`src/rtl/pcie_flr_responder_if.sv`:
```
// FLR handshake bundle: PCIe-side request/completion signals plus the
// function-reset request/quiesce pair toward the port/AFU logic.
interface pcie_flr_responder_if #(
  parameter int NUM_PF   = 4,
  parameter int PF_WIDTH = 2,
  parameter int VF_WIDTH = 11
);
  logic [NUM_PF-1:0]   flr_active_pf;
  logic                flr_rcvd_vf;
  logic [PF_WIDTH-1:0] flr_rcvd_pf_num;
  logic [VF_WIDTH-1:0] flr_rcvd_vf_num;

  logic [NUM_PF-1:0]   flr_completed_pf;
  logic                flr_completed_vf;
  logic [PF_WIDTH-1:0] flr_completed_pf_num;
  logic [VF_WIDTH-1:0] flr_completed_vf_num;

  logic                o_func_rst_valid;
  logic                o_func_rst_vf_active;
  logic [PF_WIDTH-1:0] o_func_rst_pf;
  logic [VF_WIDTH-1:0] o_func_rst_vf;
  logic                i_func_quiesced;

  logic                o_vf_overflow;

  // Responder side
  modport slave (
    input  flr_active_pf, flr_rcvd_vf, flr_rcvd_pf_num, flr_rcvd_vf_num,
    input  i_func_quiesced,
    output flr_completed_pf, flr_completed_vf, flr_completed_pf_num, flr_completed_vf_num,
    output o_func_rst_valid, o_func_rst_vf_active, o_func_rst_pf, o_func_rst_vf,
    output o_vf_overflow
  );

  // PCIe subsystem / port side
  modport master (
    output flr_active_pf, flr_rcvd_vf, flr_rcvd_pf_num, flr_rcvd_vf_num,
    output i_func_quiesced,
    input  flr_completed_pf, flr_completed_vf, flr_completed_pf_num, flr_completed_vf_num,
    input  o_func_rst_valid, o_func_rst_vf_active, o_func_rst_pf, o_func_rst_vf,
    input  o_vf_overflow
  );
endinterface

```
`src/rtl/pcie_flr_responder.sv`:
```
// FLR completion responder: captures PF/VF FLR requests, serialises them through
// a single reset engine and returns the matching completion pulse once quiesced.
module pcie_flr_responder #(
  parameter int NUM_PF          = 4,
  parameter int PF_WIDTH        = 2,
  parameter int VF_WIDTH        = 11,
  parameter int RST_HOLD_CYCLES = 16,
  parameter int VF_FIFO_DEPTH   = 4
) (
  input  logic                 fim_clk,
  input  logic                 fim_rst_n,
  pcie_flr_responder_if.slave  flr
);

  localparam int CNT_W = (RST_HOLD_CYCLES > 1) ? $clog2(RST_HOLD_CYCLES) : 1;
  localparam int PTR_W = $clog2(VF_FIFO_DEPTH);
  localparam int ENT_W = PF_WIDTH + VF_WIDTH;

  typedef enum logic [1:0] {
    ST_IDLE  = 2'd0,
    ST_RESET = 2'd1,
    ST_DRAIN = 2'd2,
    ST_DONE  = 2'd3
  } state_t;

  state_t state_reg, state_next;

  logic [NUM_PF-1:0]   pf_level_reg;
  logic [NUM_PF-1:0]   pf_rise;
  logic [NUM_PF-1:0]   pf_pending_reg;
  logic [NUM_PF-1:0]   pf_pending_next;
  logic [NUM_PF-1:0]   pf_sel_onehot;
  logic [PF_WIDTH-1:0] pf_sel_idx;
  logic                pf_any;

  logic [ENT_W-1:0]    fifo_mem [VF_FIFO_DEPTH];
  logic [PTR_W:0]      wr_ptr_reg, rd_ptr_reg;
  logic [ENT_W-1:0]    fifo_head;
  logic                fifo_empty, fifo_full;
  logic                fifo_push, fifo_pop, vf_drop;

  logic [CNT_W-1:0]    cnt_reg;
  logic                load_pf;

  logic                tgt_vf_active_reg;
  logic [PF_WIDTH-1:0] tgt_pf_reg;
  logic [VF_WIDTH-1:0] tgt_vf_reg;
  logic                rst_valid_reg;
  logic [NUM_PF-1:0]   cpl_pf_reg;
  logic                cpl_vf_reg;
  logic [PF_WIDTH-1:0] cpl_pf_num_reg;
  logic [VF_WIDTH-1:0] cpl_vf_num_reg;
  logic                overflow_reg;

  // Only rising edges of the PF FLR-active level raise a request.
  generate
    for (genvar gi = 0; gi < NUM_PF; gi++) begin : g_pf_edge
      assign pf_rise[gi] = flr.flr_active_pf[gi] & ~pf_level_reg[gi];
    end
  endgenerate

  assign pf_any        = |pf_pending_reg;
  assign pf_sel_onehot = pf_pending_reg & (~pf_pending_reg + NUM_PF'(1));

  always_comb begin
    pf_sel_idx = '0;
    for (int i = NUM_PF - 1; i >= 0; i--) begin
      if (pf_pending_reg[i]) pf_sel_idx = PF_WIDTH'(i);
    end
  end

  // A fresh edge on the PF being selected wins over the clear, so it is re-serviced.
  assign pf_pending_next = (pf_pending_reg & ~(load_pf ? pf_sel_onehot : '0)) | pf_rise;

  assign fifo_empty = (wr_ptr_reg == rd_ptr_reg);
  assign fifo_full  = (wr_ptr_reg[PTR_W] != rd_ptr_reg[PTR_W]) &&
                      (wr_ptr_reg[PTR_W-1:0] == rd_ptr_reg[PTR_W-1:0]);
  assign fifo_head  = fifo_mem[rd_ptr_reg[PTR_W-1:0]];
  assign fifo_push  = flr.flr_rcvd_vf && (!fifo_full || fifo_pop);
  assign vf_drop    = flr.flr_rcvd_vf && fifo_full && !fifo_pop;

  always_ff @(posedge fim_clk or negedge fim_rst_n) begin
    if (!fim_rst_n) state_reg <= ST_IDLE;
    else            state_reg <= state_next;
  end

  always_comb begin
    state_next = state_reg;
    load_pf    = 1'b0;
    fifo_pop   = 1'b0;
    case (state_reg)
      ST_IDLE: begin
        if (pf_any) begin
          load_pf    = 1'b1;
          state_next = ST_RESET;
        end else if (!fifo_empty) begin
          fifo_pop   = 1'b1;
          state_next = ST_RESET;
        end
      end
      ST_RESET: begin
        if (cnt_reg == CNT_W'(RST_HOLD_CYCLES - 1)) state_next = ST_DRAIN;
      end
      ST_DRAIN: begin
        if (flr.i_func_quiesced) state_next = ST_DONE;
      end
      ST_DONE:  state_next = ST_IDLE;
      default:  state_next = ST_IDLE;
    endcase
  end

  // Queue storage carries no reset; entries are only read when the pointers say valid.
  always_ff @(posedge fim_clk) begin
    if (fifo_push) fifo_mem[wr_ptr_reg[PTR_W-1:0]] <= {flr.flr_rcvd_pf_num, flr.flr_rcvd_vf_num};
  end

  always_ff @(posedge fim_clk or negedge fim_rst_n) begin
    if (!fim_rst_n) begin
      pf_level_reg      <= '0;
      pf_pending_reg    <= '0;
      wr_ptr_reg        <= '0;
      rd_ptr_reg        <= '0;
      cnt_reg           <= '0;
      tgt_vf_active_reg <= 1'b0;
      tgt_pf_reg        <= '0;
      tgt_vf_reg        <= '0;
      rst_valid_reg     <= 1'b0;
      cpl_pf_reg        <= '0;
      cpl_vf_reg        <= 1'b0;
      cpl_pf_num_reg    <= '0;
      cpl_vf_num_reg    <= '0;
      overflow_reg      <= 1'b0;
    end else begin
      pf_level_reg   <= flr.flr_active_pf;
      pf_pending_reg <= pf_pending_next;

      if (fifo_push) wr_ptr_reg <= wr_ptr_reg + 1'b1;
      if (fifo_pop)  rd_ptr_reg <= rd_ptr_reg + 1'b1;

      if (state_reg == ST_RESET) cnt_reg <= cnt_reg + 1'b1;
      else                       cnt_reg <= '0;

      if (load_pf) begin
        tgt_vf_active_reg <= 1'b0;
        tgt_pf_reg        <= pf_sel_idx;
        tgt_vf_reg        <= '0;
      end else if (fifo_pop) begin
        tgt_vf_active_reg       <= 1'b1;
        {tgt_pf_reg, tgt_vf_reg} <= fifo_head;
      end

      rst_valid_reg <= (state_next == ST_RESET) || (state_next == ST_DRAIN);

      // Target registers are stable in DRAIN, so the completion is built from them directly.
      if (state_next == ST_DONE && !tgt_vf_active_reg) cpl_pf_reg <= NUM_PF'(1) << tgt_pf_reg;
      else                                              cpl_pf_reg <= '0;

      if (state_next == ST_DONE && tgt_vf_active_reg) begin
        cpl_vf_reg     <= 1'b1;
        cpl_pf_num_reg <= tgt_pf_reg;
        cpl_vf_num_reg <= tgt_vf_reg;
      end else begin
        cpl_vf_reg     <= 1'b0;
        cpl_pf_num_reg <= '0;
        cpl_vf_num_reg <= '0;
      end

      if (vf_drop) overflow_reg <= 1'b1;
    end
  end

  assign flr.o_func_rst_valid     = rst_valid_reg;
  assign flr.o_func_rst_vf_active = tgt_vf_active_reg;
  assign flr.o_func_rst_pf        = tgt_pf_reg;
  assign flr.o_func_rst_vf        = tgt_vf_reg;
  assign flr.flr_completed_pf     = cpl_pf_reg;
  assign flr.flr_completed_vf     = cpl_vf_reg;
  assign flr.flr_completed_pf_num = cpl_pf_num_reg;
  assign flr.flr_completed_vf_num = cpl_vf_num_reg;
  assign flr.o_vf_overflow        = overflow_reg;

endmodule

```
`src/flat_wrapper.sv`:
```
// flat-port wrapper written by rule: the top's interface ports become plain ports
module pcie_flr_responder_flat 
#(
  parameter int NUM_PF          = 4,
  parameter int PF_WIDTH        = 2,
  parameter int VF_WIDTH        = 11,
  parameter int RST_HOLD_CYCLES = 16,
  parameter int VF_FIFO_DEPTH   = 4
)
  (fim_clk, fim_rst_n, flr_flr_active_pf, flr_flr_rcvd_vf, flr_flr_rcvd_pf_num, flr_flr_rcvd_vf_num, flr_i_func_quiesced, flr_flr_completed_pf, flr_flr_completed_vf, flr_flr_completed_pf_num, flr_flr_completed_vf_num, flr_o_func_rst_valid, flr_o_func_rst_vf_active, flr_o_func_rst_pf, flr_o_func_rst_vf, flr_o_vf_overflow);
  pcie_flr_responder_if #(.NUM_PF(NUM_PF), .PF_WIDTH(PF_WIDTH), .VF_WIDTH(VF_WIDTH)) flr_i ();
  input  logic fim_clk;
  input  logic fim_rst_n;
  input wire logic [$bits(flr_i.flr_active_pf)-1:0] flr_flr_active_pf;
  input wire logic [$bits(flr_i.flr_rcvd_vf)-1:0] flr_flr_rcvd_vf;
  input wire logic [$bits(flr_i.flr_rcvd_pf_num)-1:0] flr_flr_rcvd_pf_num;
  input wire logic [$bits(flr_i.flr_rcvd_vf_num)-1:0] flr_flr_rcvd_vf_num;
  input wire logic [$bits(flr_i.i_func_quiesced)-1:0] flr_i_func_quiesced;
  output wire logic [$bits(flr_i.flr_completed_pf)-1:0] flr_flr_completed_pf;
  output wire logic [$bits(flr_i.flr_completed_vf)-1:0] flr_flr_completed_vf;
  output wire logic [$bits(flr_i.flr_completed_pf_num)-1:0] flr_flr_completed_pf_num;
  output wire logic [$bits(flr_i.flr_completed_vf_num)-1:0] flr_flr_completed_vf_num;
  output wire logic [$bits(flr_i.o_func_rst_valid)-1:0] flr_o_func_rst_valid;
  output wire logic [$bits(flr_i.o_func_rst_vf_active)-1:0] flr_o_func_rst_vf_active;
  output wire logic [$bits(flr_i.o_func_rst_pf)-1:0] flr_o_func_rst_pf;
  output wire logic [$bits(flr_i.o_func_rst_vf)-1:0] flr_o_func_rst_vf;
  output wire logic [$bits(flr_i.o_vf_overflow)-1:0] flr_o_vf_overflow;
  assign flr_i.flr_active_pf = flr_flr_active_pf;
  assign flr_i.flr_rcvd_vf = flr_flr_rcvd_vf;
  assign flr_i.flr_rcvd_pf_num = flr_flr_rcvd_pf_num;
  assign flr_i.flr_rcvd_vf_num = flr_flr_rcvd_vf_num;
  assign flr_i.i_func_quiesced = flr_i_func_quiesced;
  assign flr_flr_completed_pf = flr_i.flr_completed_pf;
  assign flr_flr_completed_vf = flr_i.flr_completed_vf;
  assign flr_flr_completed_pf_num = flr_i.flr_completed_pf_num;
  assign flr_flr_completed_vf_num = flr_i.flr_completed_vf_num;
  assign flr_o_func_rst_valid = flr_i.o_func_rst_valid;
  assign flr_o_func_rst_vf_active = flr_i.o_func_rst_vf_active;
  assign flr_o_func_rst_pf = flr_i.o_func_rst_pf;
  assign flr_o_func_rst_vf = flr_i.o_func_rst_vf;
  assign flr_o_vf_overflow = flr_i.o_vf_overflow;
  pcie_flr_responder #(.NUM_PF(NUM_PF), .PF_WIDTH(PF_WIDTH), .VF_WIDTH(VF_WIDTH), .RST_HOLD_CYCLES(RST_HOLD_CYCLES), .VF_FIFO_DEPTH(VF_FIFO_DEPTH)) u_core (.fim_clk(fim_clk), .fim_rst_n(fim_rst_n), .flr(flr_i));
endmodule
```
`config.mk`:
```
export PLATFORM = sky130hd
export DESIGN_NAME = pcie_flr_responder_flat
export DESIGN_NICKNAME = d
export VERILOG_FILES = /design/src/rtl/pcie_flr_responder_if.sv /design/src/rtl/pcie_flr_responder.sv /design/src/flat_wrapper.sv
export SDC_FILE = /design/constraint.sdc
export NUM_CORES = 1
export LEC_CHECK = 0
export BUFFER_PORTS_ARGS = -buffer_cell sky130_fd_sc_hd__buf_2
export CAP_MARGIN = 30
export CORE_MARGIN = 3
export CORE_UTILIZATION = 40
export CTS_BUF_LIST = sky130_fd_sc_hd__clkbuf_4 sky130_fd_sc_hd__clkbuf_8
export DETAILED_ROUTE_END_ITERATION = 10
export MAX_ROUTING_LAYER = met4
export PLACE_DENSITY = 0.66
export SLEW_MARGIN = 30
export SYNTH_ARGS = -nofsm -noshare
export SYNTH_HDL_FRONTEND = slang
export SYNTH_SLANG_ARGS = --single-unit
```
`constraint.sdc`:
```
create_clock -name fim_clk -period 3.7 [get_ports fim_clk]
set_input_delay 0.555 -clock fim_clk [delete_from_list [all_inputs] [get_ports fim_clk]]
set_output_delay 0.555 -clock fim_clk [all_outputs]
set_load 0.01 [all_outputs]
```
# Word level (Yosys, flattened, before mapping)
# Memories as Yosys holds them, arrays and structs flattened.
# Index checks and enable logic that the tools add are counted.
[op_classes] n_addsub=4 n_eq_ne=10 shift=1 mux=28 bitwise=13 n_reduce_logical=14
[ops] op="$mux 11" n=3
[ops] op="$mux 2" n=11
[ops] op="$mux 4" n=3
[ops] op="$mux 1" n=10
[ops] op="$add 4x1->4 const B" n=2
[ops] op="$and 4x4->4" n=2
[ops] op="$eq 2x2->1 const B" n=4
[ops] op="$not 4->4" n=2
[ops] op="$pmux 2 s4" n=1
[ops] op="$add 3x1->3 const B" n=2
[ops] op="$logic_and 1x1->1" n=6
[ops] op="$and 1x1->1" n=4
[ops] op="$eq 2x1->1 const B" n=2
[ops] op="$eq 4x4->1 const B" n=1
[ops] op="$not 1->1" n=4
[ops] op="$or 4x4->4" n=1
[ops] op="$reduce_or 4->1" n=1
[ops] op="$shl 1x2->4 const A" n=1
[ops] op="$eq 3x3->1" n=1
[ops] op="$logic_not 1->1" n=3
[ops] op="$eq 2x2->1" n=1
[ops] op="$logic_not 2->1" n=1
[ops] op="$logic_or 1x1->1" n=2
[ops] op="$reduce_bool 2->1" n=1
[ops] op="$ne 1x1->1" n=1
[word_totals] register_bits=54 ram_bits=52 in_bits=21 output_inout_bits=34 elab_cells=86 mem_count=1
[memory_table] name="u_core.fifo_mem" words=4 word_bits=13 rd=1 rd_ports_with_merged_regs=0 wr=1 line="pcie_flr_responder.sv:36" rtl="logic [ENT_W-1:0] fifo_mem [VF_FIFO_DEPTH];"

# Logic depth before layout (Yosys ltp)
[depth] ltp_word=8 mapped_depth=8 ltp_nobuf=6

# Worst setup path after synthesis
# Ideal clock, no wire load.
[synth_timing] path_kind="register to register" startpoint="reg u_core.state_reg[1]" endpoint="mem u_core.fifo_mem[3][0] (netlist name), enable pin" setup_time_ns=0.382 arrival_time_ns=1.527 required_time_ns=3.318 setup_slack_ns=1.790 path_stages_with_launch=5 path_buffers=1 synth_period_minus_slack_ns=1.910 path_cell_list="dfrtp_1 -> buf_2 -> nor3_4 -> a2111oi_4 -> nor2_1"
[synth_via] elab_chain_cells=6
[synth_rtl] element="from (decl)" line="pcie_flr_responder.sv:26" rtl="state_t state_reg, state_next;"
[synth_rtl] element="from (signal assigned)" line="pcie_flr_responder.sv:84" rtl="else state_reg <= state_next;"
[synth_rtl] element="$logic_not 2->1" line="pcie_flr_responder.sv:91" rtl="case (state_reg)"
[synth_rtl] element="$mux 1" line="pcie_flr_responder.sv:91"
[synth_rtl] element="$logic_or 1x1->1" line="pcie_flr_responder.sv:79" rtl="assign fifo_push = flr.flr_rcvd_vf && (!fifo_full || fifo_pop);"
[synth_rtl] element="$logic_and 1x1->1" line="pcie_flr_responder.sv:79"
[synth_rtl] element="$mux 1" line="pcie_flr_responder.sv:114" rtl="if (fifo_push) fifo_mem[wr_ptr_reg[PTR_W-1:0]] <= {flr.flr_rcvd_pf_num, flr.flr_rcvd_vf_num};"
[synth_rtl] element="$mux 1 (implied by the code)" line="pcie_flr_responder.sv:114"
[synth_rtl] element="to (decl)" line="pcie_flr_responder.sv:36"
# Every way passes these cells.

# Worst setup path in the final report
[layout_timing] startpoint="reg u_core.rd_ptr_reg[1]" endpoint="reg u_core.tgt_pf_reg[0], in the netlist u_core.flr.o_func_rst_pf[0]"
[layout_via] elab_chain_cells=5 word_cells_on_any_way=8 classes_between="eq/ne: 1; mux: 5; reduce/logical: 1; memory: 1"
[layout_rtl] element="from (decl)" line="pcie_flr_responder.sv:37" rtl="logic [PTR_W:0] wr_ptr_reg, rd_ptr_reg;"
[layout_rtl] element="from (signal assigned)" line="pcie_flr_responder.sv:138" rtl="if (fifo_pop) rd_ptr_reg <= rd_ptr_reg + 1'b1;"
[layout_rtl] element="$eq 3x3->1" line="pcie_flr_responder.sv:75" rtl="assign fifo_empty = (wr_ptr_reg == rd_ptr_reg);"
[layout_rtl] element="$mux 1" line="pcie_flr_responder.sv:96" rtl="end else if (!fifo_empty) begin"
[layout_rtl] element="$mux 1" line="pcie_flr_responder.sv:93" rtl="if (pf_any) begin"
[layout_rtl] element="$mux 1" line="pcie_flr_responder.sv:91"
[layout_rtl] element="$reduce_bool 2->1 (no line)"
[layout_rtl] element="to (signal assigned)" line="pcie_flr_responder.sv:145" rtl="tgt_pf_reg <= pf_sel_idx;"
[layout_rtl] element="to (signal assigned)" line="pcie_flr_responder.sv:149" rtl="{tgt_pf_reg, tgt_vf_reg} <= fifo_head;"
[layout_rtl] element="to (decl)" line="pcie_flr_responder.sv:46" rtl="logic [PF_WIDTH-1:0] tgt_pf_reg;"
# Parallel ways exist; a longest one is shown, timed or not. The select of a mux whose other input is x is not followed.
# A chain may end at the register's enable or synchronous reset.

==> run_results.csv <==
group,metric,value,unit
final_layout,largest_reg_flops,52,
clock_network,root_buffer,"clkbuf_8",
synthesis,synth_fp_nets,285,
setup_path,crit_arrival,2.69,ns
synthesis,muxShareOfSynthArea,8.73,%
routing,vias_per_cell,4.77,
final_layout,multi_input_area,1100,µm²
synthesis,yosysWarnings,0,
synthesis,synthFlopType,"dfrtp_1",
grt,antenna_found_initial,0,
timing,clock-skew-final,0.0119,ns
timing,period_minus_slack,2.47,ns
grt,grt_usage,12.7,%
clock_network,cts.path.max_buffers,2,
synthesis,ys_types,46,
grt,first_global_vias,2115,
final_layout,antennaDiodeCount,0,
final_layout,nets,341,
setup_path,critPathKind,"reg2reg",
routing,dr_total_vias,2153,
synthesis,yosys.area_share.simple,8.61,%
setup_path,path_max_fanout,28,
timing,fmax,405,MHz
grt,grt_max_degree,31,
clock_network,cts_hold_buffers,0,
clock_network,cts.repair.resized,0,
timing,drv_slew,0,
timing,fin_setup_tns,0,ns
clock_network,cts_made_buffers,9,
placement,gp_congestion,0.719,
clock_network,cts.htree.levels,3,
final_layout,register_area,2910,µm²
routing,wl,6.67,mm
routing,first_pass_iters,4,
setup_path,worstPathRequired,3.92,ns
floorplan,rows,36,
grt,overflow,0,
synthesis,syn_area_per_cell,16.1,µm²
clock_network,post_cts_buffers,0,
setup_path,end_kind,"flop",
synthesis,synth-compound-area-share,4.91,%
synthesis,synth_xor_area_share,2.27,%
timing,rsz0062_at_grt,"no",
routing,drt_iter0_markers,113,
timing,setup_viol,0,
power_and_ir_drop,max-vdd-ir-drop,0.232,mV
floorplan,core,9910,µm²
synthesis,synth_edf_count,52,
synthesis,async_flop_share,50.9,%
power_and_ir_drop,power_leakage,1.99,nW
synthesis,synth_seq_cells,106,
routing,drc_errors,0,
synthesis,synth-adder-area-share,2.12,%
final_layout,area_growth,13.6,%
timing,max-slew-margin-rel,37.5,%
floorplan,fp.dieW,108,µm
clock_network,cts_tree,"done",
grt,grt_pass1_wl,10.8,mm
timing,whs,0.156,ns
timing,hold_viol,0,
timing,tightest_slew,0.937,ns
synthesis,syn_area,4130,µm²
power_and_ir_drop,power_density,566,nW/µm²
clock_network,cts.sinks,106,
run,drv_cap,0,
clock_network,cts.clk_slew.worst_paths,0.10,ns
routing,wl_per_cell,14.8,µm
timing,finalCritPeriodShare,66.7,%
floorplan,ioPinCount,55,
setup_path,start_kind,"flop",
final_layout,nFillCells,870,
synthesis,synth_cells,257,
synthesis,synth.yosys.seq_area_share,70.6,%
placement,port_buffers,54,
floorplan,die_h,108,µm
placement,dp_hpwl,4.67,mm
clock_network,clock_latency,0.37,ns
min_path,worstHoldPathType,"in2async",
floorplan,dieArea,11600,µm²
status,status,"finished, final reports clean",
floorplan,start_util,41.6,%
final_layout,drive_gt1_share,30.2,%
synthesis,synth_top_family_by_area,"multiplexers",
routing,ant_nets,0,
power_and_ir_drop,total_power,2.65,mW
-- synthesized netlist by cell type (all sizes together), types with 3 or more instances --
cell type | n | area share [%]
xnor2 | 4 | 0.85
edfxtp | 52 | 38
and3 | 14 | 2.1
nor2 | 7 | 0.64
inv | 9 | 0.82
ha | 7 | 2.1
xor2 | 5 | 1.4
clkbuf | 4 | 0.39
buf | 8 | 1.5
mux2i | 3 | 0.73
mux4 | 13 | 7.1
dfrtp | 54 | 33
nor3 | 5 | 1.0
mux2 | 3 | 0.91
o21ai | 18 | 2.2
nand2 | 23 | 2.1
and2 | 4 | 0.61
-- per-stage QoR --
step	utilization, %	setup slack, ns	std cells	instance area, µm²
3_3_place_gp	45.5	1.31	435	4510
2_1_floorplan	-	1.79	257	4130
3_5_place_dp	45.5	1.22	435	4510
6_report	47.3	1.23	451	4690
4_1_cts	47.3	1.21	451	4690
5_1_grt	47.3	1.09	451	4690
-- final timing paths --
kind	startpoint	endpoint	slack, ns	cells after the start
max	u_core.rd_ptr_reg[1]$_DFFE_PN0P_	u_core.flr.o_func_rst_pf[0]$_DFFE_PN0P_	1.23	4
min	fim_rst_n	u_core.flr.o_func_rst_vf[8]$_DFFE_PN0P_	0.16	1
max reg2reg	u_core.rd_ptr_reg[1]$_DFFE_PN0P_	u_core.flr.o_func_rst_pf[0]$_DFFE_PN0P_	1.23	4
min reg2reg	u_core.pf_level_reg[2]$_DFF_PN0_	u_core.pf_pending_reg[2]$_DFF_PN0_	0.43	1
max in group asynchronous	fim_rst_n	u_core.flr.flr_completed_vf_num[6]$_DFF_PN0_	2.77	2
min in group fim_clk	flr_flr_active_pf[3]	u_core.pf_level_reg[3]$_DFF_PN0_	0.30	1
-- cell type report --
cell class                 instances  share of cell area [%]
multi-input combinational        130                    23.5
inverter                           9                   0.720
sequential                       106                    62.1
tap                              133                    3.55
clock inverter                     7                    1.28
clock buffer                       9                    2.64
timing repair buffer              57                    6.24
-- where the power goes --
part / total (mW) / internal (mW) / switching (mW) / leakage [nW]
Clock: 0.651 / 0.255 / 0.396 / 0.0858
Sequential: 1.56 / 1.44 / 0.115 / 1.17
Combinational: 0.445 / 0.185 / 0.259 / 0.733
Total: 2.65 / 1.88 / 0.770 / 1.99
-- layout by cell type, fill, tap and decap left out, drive strengths merged, types with 2 or more instances in the layout --
| cell | synthesis | layout |
|---|---|---|
| a211oi | 2 | 2 |
| a21o | 2 | 2 |
| a21oi | 2 | 2 |
| and2 | 4 | 4 |
| and3 | 14 | 14 |
| buf | 8 | 57 |
| clkbuf | 4 | 9 |
| clkinvlp | 0 | 3 |
| dfrtp | 54 | 54 |
| edfxtp | 52 | 52 |
| ha | 7 | 7 |
| inv | 9 | 12 |
| mux2 | 3 | 3 |
| mux2i | 3 | 3 |
| mux4 | 13 | 13 |
| nand2 | 23 | 23 |
| nand3 | 2 | 2 |
| nor2 | 7 | 7 |
| nor2b | 2 | 2 |
| nor3 | 5 | 5 |
| nor4bb | 2 | 2 |
| o21ai | 18 | 18 |
| or3 | 2 | 2 |
| xnor2 | 4 | 4 |
| xor2 | 5 | 5 |
-- kinds of logic (layout without fill, tap and decap cells) --
family,after synthesis,in the layout
AND/OR/NAND/NOR,65,65
XOR/XNOR,9,9
flip-flops,106,106
buffers and inverters,21,82
multiplexers,19,19
AO/OA/AOI/OAI,30,30
adder cells (fa/ha/maj),7,7
-- routing by layer --
layer	part of all wire (%)	routed length [µm]	up-vias	track usage (%)
met1	47	3120	1046	16.3
met3	4.9	328	10	3.84
met4	1.7	115	0	4.33
li1	-	-	1049	-
met5	0	0	-	-
met2	46	3100	48	19.3
-- critical path: stages, from the launching register on --
cell,delay (ns)
dfrtp_1,0.82
xor2_2,0.30
o311a_1,0.84
mux2i_1,0.26
a21oi_1,0.09
Note: power is estimated with default switching activity, not from simulation.
